--- config.mk ---
export PLATFORM = sky130hd
export DESIGN_NAME = mem_arbiter
export DESIGN_NICKNAME = d
export VERILOG_FILES = /design/src/rtl/mem_arbiter_pkg.sv /design/src/rtl/arb_owner_fifo.sv /design/src/rtl/mem_arbiter.sv
export SDC_FILE = /design/constraint.sdc
export NUM_CORES = 1
export LEC_CHECK = 0
export ABC_AREA = 0
export CORE_AREA = 2 2 125 127
export CTS_CLUSTER_SIZE = 40
export DETAILED_ROUTE_END_ITERATION = 7
export DIE_AREA = 0 0 127 129
export HOLD_SLACK_MARGIN = 0.12
export PLACE_DENSITY = 0.54
export SETUP_SLACK_MARGIN = 0.02
export SLEW_MARGIN = 40
export SYNTH_ARGS = -nofsm -noshare
export SYNTH_HDL_FRONTEND = slang
export SYNTH_HIERARCHICAL = 1
export SYNTH_SLANG_ARGS = --single-unit
--- constraint.sdc ---
create_clock -name clk -period 6.5 [get_ports clk]
set_input_delay 1.3 -clock clk [delete_from_list [all_inputs] [get_ports clk]]
set_output_delay 1.3 -clock clk [all_outputs]
set_load 0.005 [all_outputs]
--- src/rtl/mem_arbiter_pkg.sv ---
// Shared definitions for the two-master memory arbiter: FSM encoding,
// owner identifiers and request field widths.
package mem_arbiter_pkg;

  localparam int ADDR_W = 32;
  localparam int DATA_W = 32;
  localparam int SIZE_W = 2;
  localparam int STRB_W = 4;
  localparam int STARVE_W = 3;

  typedef enum logic [1:0] {
    ST_IDLE    = 2'd0,
    ST_GRANT_I = 2'd1,
    ST_GRANT_D = 2'd2
  } arb_state_e;

  typedef logic owner_t;

  localparam owner_t OWN_I = 1'b0;
  localparam owner_t OWN_D = 1'b1;

endpackage

--- src/rtl/arb_owner_fifo.sv ---
// In-order record of which master owns each accepted transaction still
// waiting for its data phase. Entry 0 is always the head.
import mem_arbiter_pkg::*;

module arb_owner_fifo #(
  parameter int DEPTH = 2
) (
  input  logic   clk,
  input  logic   resetn,
  input  logic   push,
  input  owner_t push_id,
  input  logic   pop,
  output logic   full,
  output logic   empty,
  output owner_t head
);

  localparam int CNT_W = $clog2(DEPTH + 1);

  logic [CNT_W-1:0] cnt_q, cnt_d;
  logic [CNT_W-1:0] wr_idx;
  logic [DEPTH-1:0] mem_q, mem_d;
  logic             push_eff, pop_eff;

  assign full     = (cnt_q == CNT_W'(DEPTH));
  assign empty    = (cnt_q == '0);
  assign head     = mem_q[0];
  assign pop_eff  = pop & ~empty;
  assign push_eff = push & (~full | pop_eff);

  // Shift on pop; a simultaneous push lands one slot lower so order holds.
  always_comb begin
    mem_d  = mem_q;
    wr_idx = cnt_q;
    if (pop_eff) begin
      for (int i = 0; i < DEPTH - 1; i++) mem_d[i] = mem_q[i+1];
      wr_idx = cnt_q - 1'b1;
    end
    if (push_eff) begin
      for (int i = 0; i < DEPTH; i++) begin
        if (CNT_W'(i) == wr_idx) mem_d[i] = push_id;
      end
    end
    cnt_d = cnt_q + CNT_W'(push_eff) - CNT_W'(pop_eff);
  end

  always_ff @(posedge clk or negedge resetn) begin
    if (!resetn) cnt_q <= '0;
    else         cnt_q <= cnt_d;
  end

  always_ff @(posedge clk) begin
    mem_q <= mem_d;
  end

endmodule

--- src/rtl/mem_arbiter.sv ---
// Arbitrates an instruction and a data master onto one split-transaction
// memory port; data wins unless instruction fetch has starved too long.
import mem_arbiter_pkg::*;

module mem_arbiter #(
  parameter int MAX_OUT      = 2,
  parameter int STARVE_LIMIT = 4
) (
  input  logic              clk,
  input  logic              resetn,
  input  logic              inst_req,
  input  logic              inst_wr,
  input  logic [SIZE_W-1:0] inst_size,
  input  logic [ADDR_W-1:0] inst_addr,
  input  logic [STRB_W-1:0] inst_wstrb,
  input  logic [DATA_W-1:0] inst_wdata,
  output logic              inst_addr_ok,
  output logic              inst_data_ok,
  output logic [DATA_W-1:0] inst_rdata,
  input  logic              data_req,
  input  logic              data_wr,
  input  logic [SIZE_W-1:0] data_size,
  input  logic [ADDR_W-1:0] data_addr,
  input  logic [STRB_W-1:0] data_wstrb,
  input  logic [DATA_W-1:0] data_wdata,
  output logic              data_addr_ok,
  output logic              data_data_ok,
  output logic [DATA_W-1:0] data_rdata,
  output logic              m_req,
  output logic              m_wr,
  output logic [SIZE_W-1:0] m_size,
  output logic [ADDR_W-1:0] m_addr,
  output logic [STRB_W-1:0] m_wstrb,
  output logic [DATA_W-1:0] m_wdata,
  input  logic              m_addr_ok,
  input  logic              m_data_ok,
  input  logic [DATA_W-1:0] m_rdata
);

  arb_state_e          state_q, state_d;
  logic [STARVE_W-1:0] starve_q, starve_d;
  logic                inst_wins;
  logic                push;
  owner_t              push_id;
  logic                fifo_full, fifo_empty;
  owner_t              fifo_head;

  assign inst_wins = inst_req && (!data_req || int'(starve_q) >= STARVE_LIMIT);

  always_ff @(posedge clk or negedge resetn) begin
    if (!resetn) begin
      state_q  <= ST_IDLE;
      starve_q <= '0;
    end else begin
      state_q  <= state_d;
      starve_q <= starve_d;
    end
  end

  always_comb begin
    state_d  = state_q;
    starve_d = starve_q;
    case (state_q)
      ST_IDLE: begin
        if (!fifo_full && (inst_req || data_req))
          state_d = inst_wins ? ST_GRANT_I : ST_GRANT_D;
      end
      ST_GRANT_I: if (!inst_req || m_addr_ok) state_d = ST_IDLE;
      ST_GRANT_D: if (!data_req || m_addr_ok) state_d = ST_IDLE;
      default:    state_d = ST_IDLE;
    endcase
    // Starvation is counted per arbitration decision that passes over inst.
    if (!inst_req || (state_q == ST_IDLE && state_d == ST_GRANT_I))
      starve_d = '0;
    else if (state_q == ST_IDLE && state_d == ST_GRANT_D && starve_q != '1)
      starve_d = starve_q + 1'b1;
  end

  always_comb begin
    m_req        = 1'b0;
    m_wr         = inst_wr;
    m_size       = inst_size;
    m_addr       = inst_addr;
    m_wstrb      = inst_wstrb;
    m_wdata      = inst_wdata;
    inst_addr_ok = 1'b0;
    data_addr_ok = 1'b0;
    push_id      = OWN_I;
    case (state_q)
      ST_GRANT_I: begin
        m_req        = inst_req;
        inst_addr_ok = m_addr_ok;
      end
      ST_GRANT_D: begin
        m_req        = data_req;
        m_wr         = data_wr;
        m_size       = data_size;
        m_addr       = data_addr;
        m_wstrb      = data_wstrb;
        m_wdata      = data_wdata;
        data_addr_ok = m_addr_ok;
        push_id      = OWN_D;
      end
      default: ;
    endcase
    push = m_req & m_addr_ok;
  end

  assign inst_data_ok = m_data_ok & ~fifo_empty & (fifo_head == OWN_I);
  assign data_data_ok = m_data_ok & ~fifo_empty & (fifo_head == OWN_D);
  assign inst_rdata   = m_rdata;
  assign data_rdata   = m_rdata;

  arb_owner_fifo #(
    .DEPTH (MAX_OUT)
  ) u_owner_fifo (
    .clk     (clk),
    .resetn  (resetn),
    .push    (push),
    .push_id (push_id),
    .pop     (m_data_ok),
    .full    (fifo_full),
    .empty   (fifo_empty),
    .head    (fifo_head)
  );

endmodule
==> results of run 1 <==
logic make-up (layout without fill, tap and decap cells):
| logic type | after synthesis | after routing | share of synthesized area, % |
|---|---|---|---|
| compound gates | 19 | 19 | 8.20 |
| xor+xnor | 2 | 2 | 0.826 |
| fa+ha+maj | 10 | 10 | 5.90 |
| buf+inv | 79 | 234 | 25.7 |
| flops | 9 | 9 | 10.6 |
| mux | 76 | 76 | 40.1 |
| simple gates | 28 | 28 | 8.67 |
worst max-delay path: cells and delay by family:
family          cells  cell delay (ns)
compound gates      1             0.20
simple gates        1             0.28
buf+inv             2             1.30
metrics by stage:
step           utilization (%)  std cells
4_1_cts                   27.9        566
5_1_grt                   27.9        566
3_3_place_gp              27.2        561
2_1_floorplan                -        223
3_5_place_dp              27.4        562
6_report                  27.9        566
sequential cells by signal (all words and copies together), names as in the netlist:
register	cells
u_owner_fifo/mem_q	2
state_q	2
starve_q	3
u_owner_fifo/cnt_q	2
routing by layer:
layer / vias up / track usage (%) / routed length, um
met5: - / 0 / 0
met4: 0 / 1.94 / 113
met3: 17 / 3.20 / 922
met2: 155 / 22.5 / 5660
met1: 992 / 12.6 / 3770
li1: 1037 / - / -
placed cells by master (no fill, tap or decap), drive strengths merged, types with 2 or more instances in the layout:
master	Yosys	final
mux2i	4	4
nor4	2	2
nor3	3	3
a22oi	2	2
o211ai	6	6
ha	10	10
inv	6	6
nor2b	5	5
clkbuf	1	4
xnor2	2	2
a21o	2	2
nand2	3	3
nor2	5	5
mux2	72	72
a21oi	2	2
and2	3	3
or3	2	2
dfrtp	7	7
clkdlybuf4s50	0	223
worst min-delay path by stage:
stage / end / cells after the start / slack [ns]
finish: starve_q[1] / 2 / 0.57
global route: u_owner_fifo/cnt_q[0] / 1 / 0.61
CTS: u_owner_fifo/cnt_q[0] / 1 / 0.57
detailed placement: u_owner_fifo/cnt_q[0] / 1 / 0.57
global placement: u_owner_fifo/cnt_q[0] / 1 / 0.55
floorplan: u_owner_fifo/cnt_q[0] / 1 / 0.52
power by group through the flow:
stage | logic [mW] | registers, mW | clock network, mW
after CTS | 0.858 | 0.0976 | 0.112
final | 0.845 | 0.0972 | 0.109
after floorplan | 0.446 | 0.0910 | 0
after global placement | 0.837 | 0.0969 | 0
after global routing | 0.901 | 0.100 | 0.117
after detailed placement | 0.852 | 0.0983 | 0
area by class of cell:
class	instances	area, um^2
clock buffers	4	78.8
fillers	1589	10800
inverters	6	22.5
multi-input cells	135	1360
flip-flops and latches	9	225
repair buffers	224	2250
well taps	188	235
==> results, run 1 <==
- The average wire per cell in the routed design is 18.5 um.
- The cell-internal power is 0.682 mW.
- The relative contribution of combinational cells to total power is 80.4%.
- The library cell used as clock root buffer is clkbuf_16.
- TritonCTS built the clock tree.
- Counting the buffers created by CTS gives 3.
- By startpoint and endpoint, the worst setup path is classified as input pin to primary output.
- The final instance area is 0.00418 mm^2.
- The cell taking the most area after synthesis is mux2_2.
- The synthesized design contains 9 register bits.
- The first routing iteration left 58 violations.
- The number of enable-type register cells in the synthesized netlist is 1.
- The sequential fraction of the synthesis area is 10.6%.
- The cell count after synthesis came out at 223.
- In this run the core area contains 45 standard-cell rows.
- The clock net in this run drives a total of 9 sinks.
- The first-pass detailed-route iteration total is 4.
- The number of cell instances on the worst register-to-register path is 11.
- The register clock-pin slew on the reported worst setup and hold paths is 0.04 ns.
- The count of buffers added on input and output ports is 223.
- In this run the worst setup path begins at inst_req.
- The total of warnings raised by yosys is 6.
- The number of gates resized after cts is 0.
- Sorting the synthesized cells by area gives the leading types as mux2_2 (38%), buf_4 (23%), dfrtp_1 (8.3%).
- The worst pin sits at a relative slew slack of 66.7%.
- The top flip-flop cell by instance count after synthesis is dfrtp_1.
- The post-CTS setup-driven buffer insertion count is 0.
- The highest clock frequency the design can meet is 0.228 GHz.
- The number of hold violations in the final report is 0.
- The layout overhead on the synthesized area is 96.9%.
- Counting I/O delays and the setup requirement, the final critical path takes 4.38 ns.
- The type of the tightest min-delay check is flip-flop to flip-flop.
- The final number of max-transition violations is 0.
- The flow ran to the end, and the final reports show no timing, DRC or antenna violations.
- The data arrival time of the worst path is 3.08 ns.
- In this run the worst setup path terminates at m_req.
- Summing over every cut layer, the via total after detailed routing is 2201.
- In this run the most critical hold path is launched from starve_q[1].
- The net count after synthesis is 413.
- The final weighted congestion of routability-driven global placement is 0.786.
- Summing all placed instances gives a cell area of 0.00410 mm^2.
- The max-cap violation count is 0.
- Total power for the finished layout comes to 1.05 mW.
- The setup skew after layout is 0.000778 ns.
- The number of unique standard cell types used by synthesis is 40.
- The core region is 0.0150 mm^2.
- The required time of the worst setup path is 5.20 ns.
- Setup repair after global routing left no endpoint under its margin.
- The number of buffers on the longest clock path is 2.
- In this design, the critical path's most frequently occurring cell is clkdlybuf4s50_1.
- The net load switching power is 0.369 mW.
- Of all nets on the critical path, the largest fanout is 11.
- In this run the critical register-to-register path is captured at u_owner_fifo/cnt_q[1].
- The floorplan step set the die width to 127 um.
- The slew at the pin with the worst max-slew slack is 0.499 ns.
- For this design the static power due to leakage is 1.54 nW.
- The wire length of the first global-routing pass is 14200 um.
- Power spread over the standard cell area amounts to 252 mW/mm^2.
- The part of the cycle the worst path needs is 67.4%.
- The floorplan step defined a die boundary enclosing 0.0164 mm^2.
- The number of global-route vias before repair is 2310.
- The H-tree depth is 1.
- The kind of start point of the critical path is an input pin.
- For this run, design rule violations remaining after detail routing come to 0.
- The delay of the slowest cell on the worst path is 0.71 ns.
- The HPWL after detailed placement is 9380 um.
- The share of total power dissipated in the clock network is 10.4%.
- The total congestion overflow after global routing is 0.
- The cell area that synthesis handed to floorplanning was 0.00212 mm^2.
- The latest clock arrival within the worst-skew pair is 0.23 ns.
- The aggregate negative setup slack is 0 ns.
- The top cell type by area accounts for 38.2% of the synthesized area.
- The share of post-route cells with drive strength above 1 is 23.3%.
- The die is 129 um tall.
- The remaining antenna violation count after routing is 0.
- The worst hold slack after final layout is 0.573 ns.
- The commonest cells after synthesis are mux2_2 (72), buf_4 (64), ha_1 (10).
- The worst setup path is captured at a primary output.
- In the global route stage, overall resource usage came out at 11.5%.
- The worst flop-to-flop path startpoint is state_q[0].
- After clock tree synthesis, the flow added hold-fix buffers numbering 0.
- The initial core utilization is 14.2%.
- Entering global routing, the biggest net connects 43 pins.
- The final number of setup-violating endpoints is 0.
- In the post-synthesis netlist, the cell with the most instances is mux2_2.
- The number of antenna diodes in the final layout is 0.
- In the synthesized netlist the async set-or-reset flop fraction comes to 77.8%.
- Dividing the synthesized area by the synthesized cell count gives 9.52 um^2.
- Dividing the detail-routed via count by the number of cells gives 3.89.
- The slowest stage of the critical path belongs to the cell clkdlybuf4s50_1.
- Of the total power, the share spent switching nets is 35.1%.
- The least setup slack across all paths after layout is 2.12 ns.
- The setup slack after placement is 2.14 ns.
- VDD sags by at most 0.100 mV.
- The final layout contains 569 nets.
- The sequential share of power is 9.2%.
- The number of antenna violations at the first check in global routing came to 0.
- The setup check on the worst reg-to-reg path leaves a slack of 3.57 ns.
- Walking the worst path, the cells encountered are clkdlybuf4s50_1, a22oi_1, nor2b_1, clkdlybuf4s50_1.
- Summed over all layers, the routed wires come to 10500 um.
- The number of I/O pins is 320.
No activity file was read; power rests on OpenSTA's default activity.
==> inputs of run 2 (changes only) <==
CORE_AREA = 2 2 124 126   (was 2 2 125 127)
DIE_AREA = 0 0 126 128   (was 0 0 127 129)
PLACE_DENSITY = 0.57   (was 0.54)
clock period = 3.7 ns   (was 6.5 ns; I/O delays follow)
==> run 2 against run 1 <==
  * Clock skew is essentially flat
  * Highest routed layer unchanged
  * Total power rose by 80%
  * Via count down 1.7%
  * Clock-buffer cell count is the same
  * Critical path type is now flip-flop to primary output
  * Cell count up 0.35%
  * Sequential share of layout area hardly changed
==> results, run 2 (same netlist as run 1, synthesis figures left out) <==
- Outcome: finished, final reports clean (unchanged).
- In the finished design, the share of the clock period the worst path needs comes to 88.5%.
- The met3 capacity usage during global routing is 2.63% (was 3.20%).
- The post-CTS setup-driven buffer insertion count is 0 (unchanged).
- The slowest cell on the critical path was clkdlybuf4s50_1 (unchanged).
- The data arrival time of the worst path is 2.54 ns (was 3.08 ns).
- The clock tree from TritonCTS is done (unchanged).
- The latest clock arrival within the worst-skew pair came to 0.24 ns (was 0.23 ns).
- The type of the tightest min-delay check is flip-flop to flip-flop (unchanged).
- The library cell used as clock root buffer is clkbuf_16 (unchanged).
- The kind of start point of the critical path is a flip-flop (was input pin).
- The pin count of the biggest net entering global routing is 35 (was 43).
- The most congested layer reported by global routing is met2 (unchanged).
- The initial detailed-routing violation count is 44 (was 58).
- The first-pass detailed-route iteration total is 4 (unchanged).
- The floorplan die area came to 0.0161 mm^2 (was 0.0164 mm^2).
- The final weighted congestion of routability-driven global placement was 0.756 (was 0.786).
- The floorplan row count came to 45 (unchanged).
- The wire length of the first global-routing pass is 14600 um (was 14200 um).
- The initial core utilization was 14.3% (was 14.2%).
- The number of hold violations in the final report is 0 (unchanged).
- The count of unresolved DRC violations after routing is 0 (unchanged).
- The critical path depth was 5 (was 4).
- The final number of setup-violating endpoints is 0 (unchanged).
- Most frequent cells in the layout: clkdlybuf4s50_1 (223), mux2_2 (72), ha_1 (9) (unchanged).
- The delay of the slowest cell on the worst path is 0.49 ns (was 0.71 ns).
- The die outline height was 128 um (was 129 um).
- The die boundary width is 126 um (was 127 um).
- The final net count is 571 (was 569).
- The leakage power of the design is 1.55 nW (was 1.54 nW).
- The aggregate negative setup slack is 0 ns (unchanged).
- The total congestion overflow after global routing came to 0 (unchanged).
- The final number of max-transition violations is 0 (unchanged).
- The max-cap violation count is 0 (unchanged).
- The core area is 0.0149 mm^2 (was 0.0150 mm^2).
- The worst relative slew slack was 68.9% (was 66.7%).
- The maximum fanout encountered on the critical timing path is 30 (was 11).
- The final instance area is 0.00419 mm^2 (was 0.00418 mm^2).
- The number of cells on the worst hold path is 2 (unchanged).
- The remaining antenna violation count after routing came to 0 (unchanged).
- The routed via count is 2163 (was 2201).
- The worst IR drop on VDD is 0.148 mV (was 0.100 mV).
- The clock sink total is 9 (unchanged).
- The highest clock frequency the design can meet is 0.305 GHz.
- The worst hold slack after final layout came to 0.570 ns (was 0.573 ns).
- The number of buffers and inverters on the critical path came to 3 (was 2).
- Setup repair after global routing missed its margin: no (unchanged).
- The required time of the worst setup path was 2.96 ns (was 5.20 ns).
- The number of buffers on the longest clock path is 2 (unchanged).
- The count of hold-fix buffers inserted at cts is 0 (unchanged).
- CP cell instances: inv_1, ha_4, buf_4, mux2_2, clkdlybuf4s50_1 (was clkdlybuf4s50_1, a22oi_1, nor2b_1, clkdlybuf4s50_1).
- The met2 track utilization from global routing came to 25.9% (was 22.5%).
- The number of antenna violations at the first check in global routing is 0 (unchanged).
- The H-tree depth is 1 (unchanged).
- The critical path capture point type is a primary output (unchanged).
- The fill cell total of the finished layout came to 1603 (was 1589).
- The final standard cell utilization of the core is 28.2% (was 27.9%).
- The setup skew after layout is 0.000550 ns (was 0.000778 ns).
- The number of gates resized after cts is 0 (unchanged).
- The number of cell instances on the worst register-to-register path is 10 (was 11).
- The largest delay contributor family on the critical path is buffers and inverters (unchanged).
- The antenna diode instance count is 0 (unchanged).
- The slew at the pin with the worst max-slew slack came to 0.466 ns (was 0.499 ns).
- The average wire per cell in the routed design came to 18.9 um (was 18.5 um).
- The total power divided by cell area was 450 mW/mm^2 (was 252 mW/mm^2).
- The post-placement cell area was 0.00411 mm^2 (was 0.00410 mm^2).
- The share of post-route cells with drive strength above 1 is 23.7% (was 23.3%).
- The number of global-route vias before repair is 2313 (was 2310).
- The number of buffers created by CTS was 3 (unchanged).
- The HPWL after detailed placement is 9700 um (was 9380 um).
- The largest register by flop count is starve_q (unchanged).
- The number of flip-flops under the largest register name is 3 (unchanged).
- The layout overhead on the synthesized area is 97.6% (was 96.9%).
- Counting I/O delays and the setup requirement, the final critical path takes 3.28 ns.
- The detailed-route wire length is 10700 um (was 10500 um).
- The global-route usage over all layers is 12.1% (was 11.5%).
- The most common cell after layout, fill and taps aside is clkdlybuf4s50_1 (unchanged).
- The count of buffers inserted at the top-level ports is 223 (unchanged).
- The met1 track utilization from global routing is 11.7% (was 12.6%).
- The kind of critical path is flip-flop to primary output (was input pin to primary output).
- The number of I/O pins is 320 (unchanged).
- The register clock-pin slew on the reported worst setup and hold paths was 0.04 ns (about the same).
- The detail-routed via count per cell is 3.81 (was 3.89).
run 2: cell types whose count changed in the layout (fill, tap and decap cells not counted):
cell	previous run	this run
buf_4	0	2
run 2: worst paths after layout:
kind / startpoint / end / slack (ns)
min in group asynchronous: resetn / starve_q[2] / 0.77
max in group asynchronous: resetn / u_owner_fifo/cnt_q[1] / 2.69
hold reg to reg: starve_q[1] / starve_q[1] / 0.57
hold / removal: starve_q[1] / starve_q[1] / 0.57
setup reg to reg: state_q[0] / u_owner_fifo/cnt_q[1] / 1.06
setup / recovery: state_q[0] / m_wdata[28] / 0.42
run 2: area by class of cell:
| class | count | area, um^2 | area share (%) |
|---|---|---|---|
| timing repair buffer | 226 | 2270 | 54.1 |
| tap | 188 | 235 | 5.61 |
| multi-input combinational | 135 | 1360 | 32.5 |
| sequential | 9 | 225 | 5.37 |
| inverter | 6 | 22.5 | 0.537 |
| clock buffer | 4 | 78.8 | 1.88 |
run 2: routing by layer:
| layer | vias up | wire (um) |
|---|---|---|
| met5 | - | 0 |
| met4 | 0 | 77 |
| met3 | 11 | 772 |
| met2 | 151 | 6420 |
| li1 | 1041 | - |
| met1 | 960 | 3460 |
run 2: worst min-delay path: stages, from the launching register on:
cell and delay, ns:
dfrtp_1 0.38, o211ai_1 0.08, mux2i_1 0.07
run 2: report_power, final:
part           switching [mW]  total, mW  internal, mW
Clock                  0.0488      0.193         0.144
Combinational           0.594       1.52         0.928
Sequential             0.0381      0.172         0.134
Total                   0.681       1.89          1.21
run 2: metrics by stage:
stage	worst slack, ns	power, mW	instances
floorplan	1.33	0.944	223
global placement	0.655	1.71	564
detailed placement	0.652	1.72	564
CTS	0.398	1.93	568
global route	0.320	2.01	568
finish	0.424	1.89	568
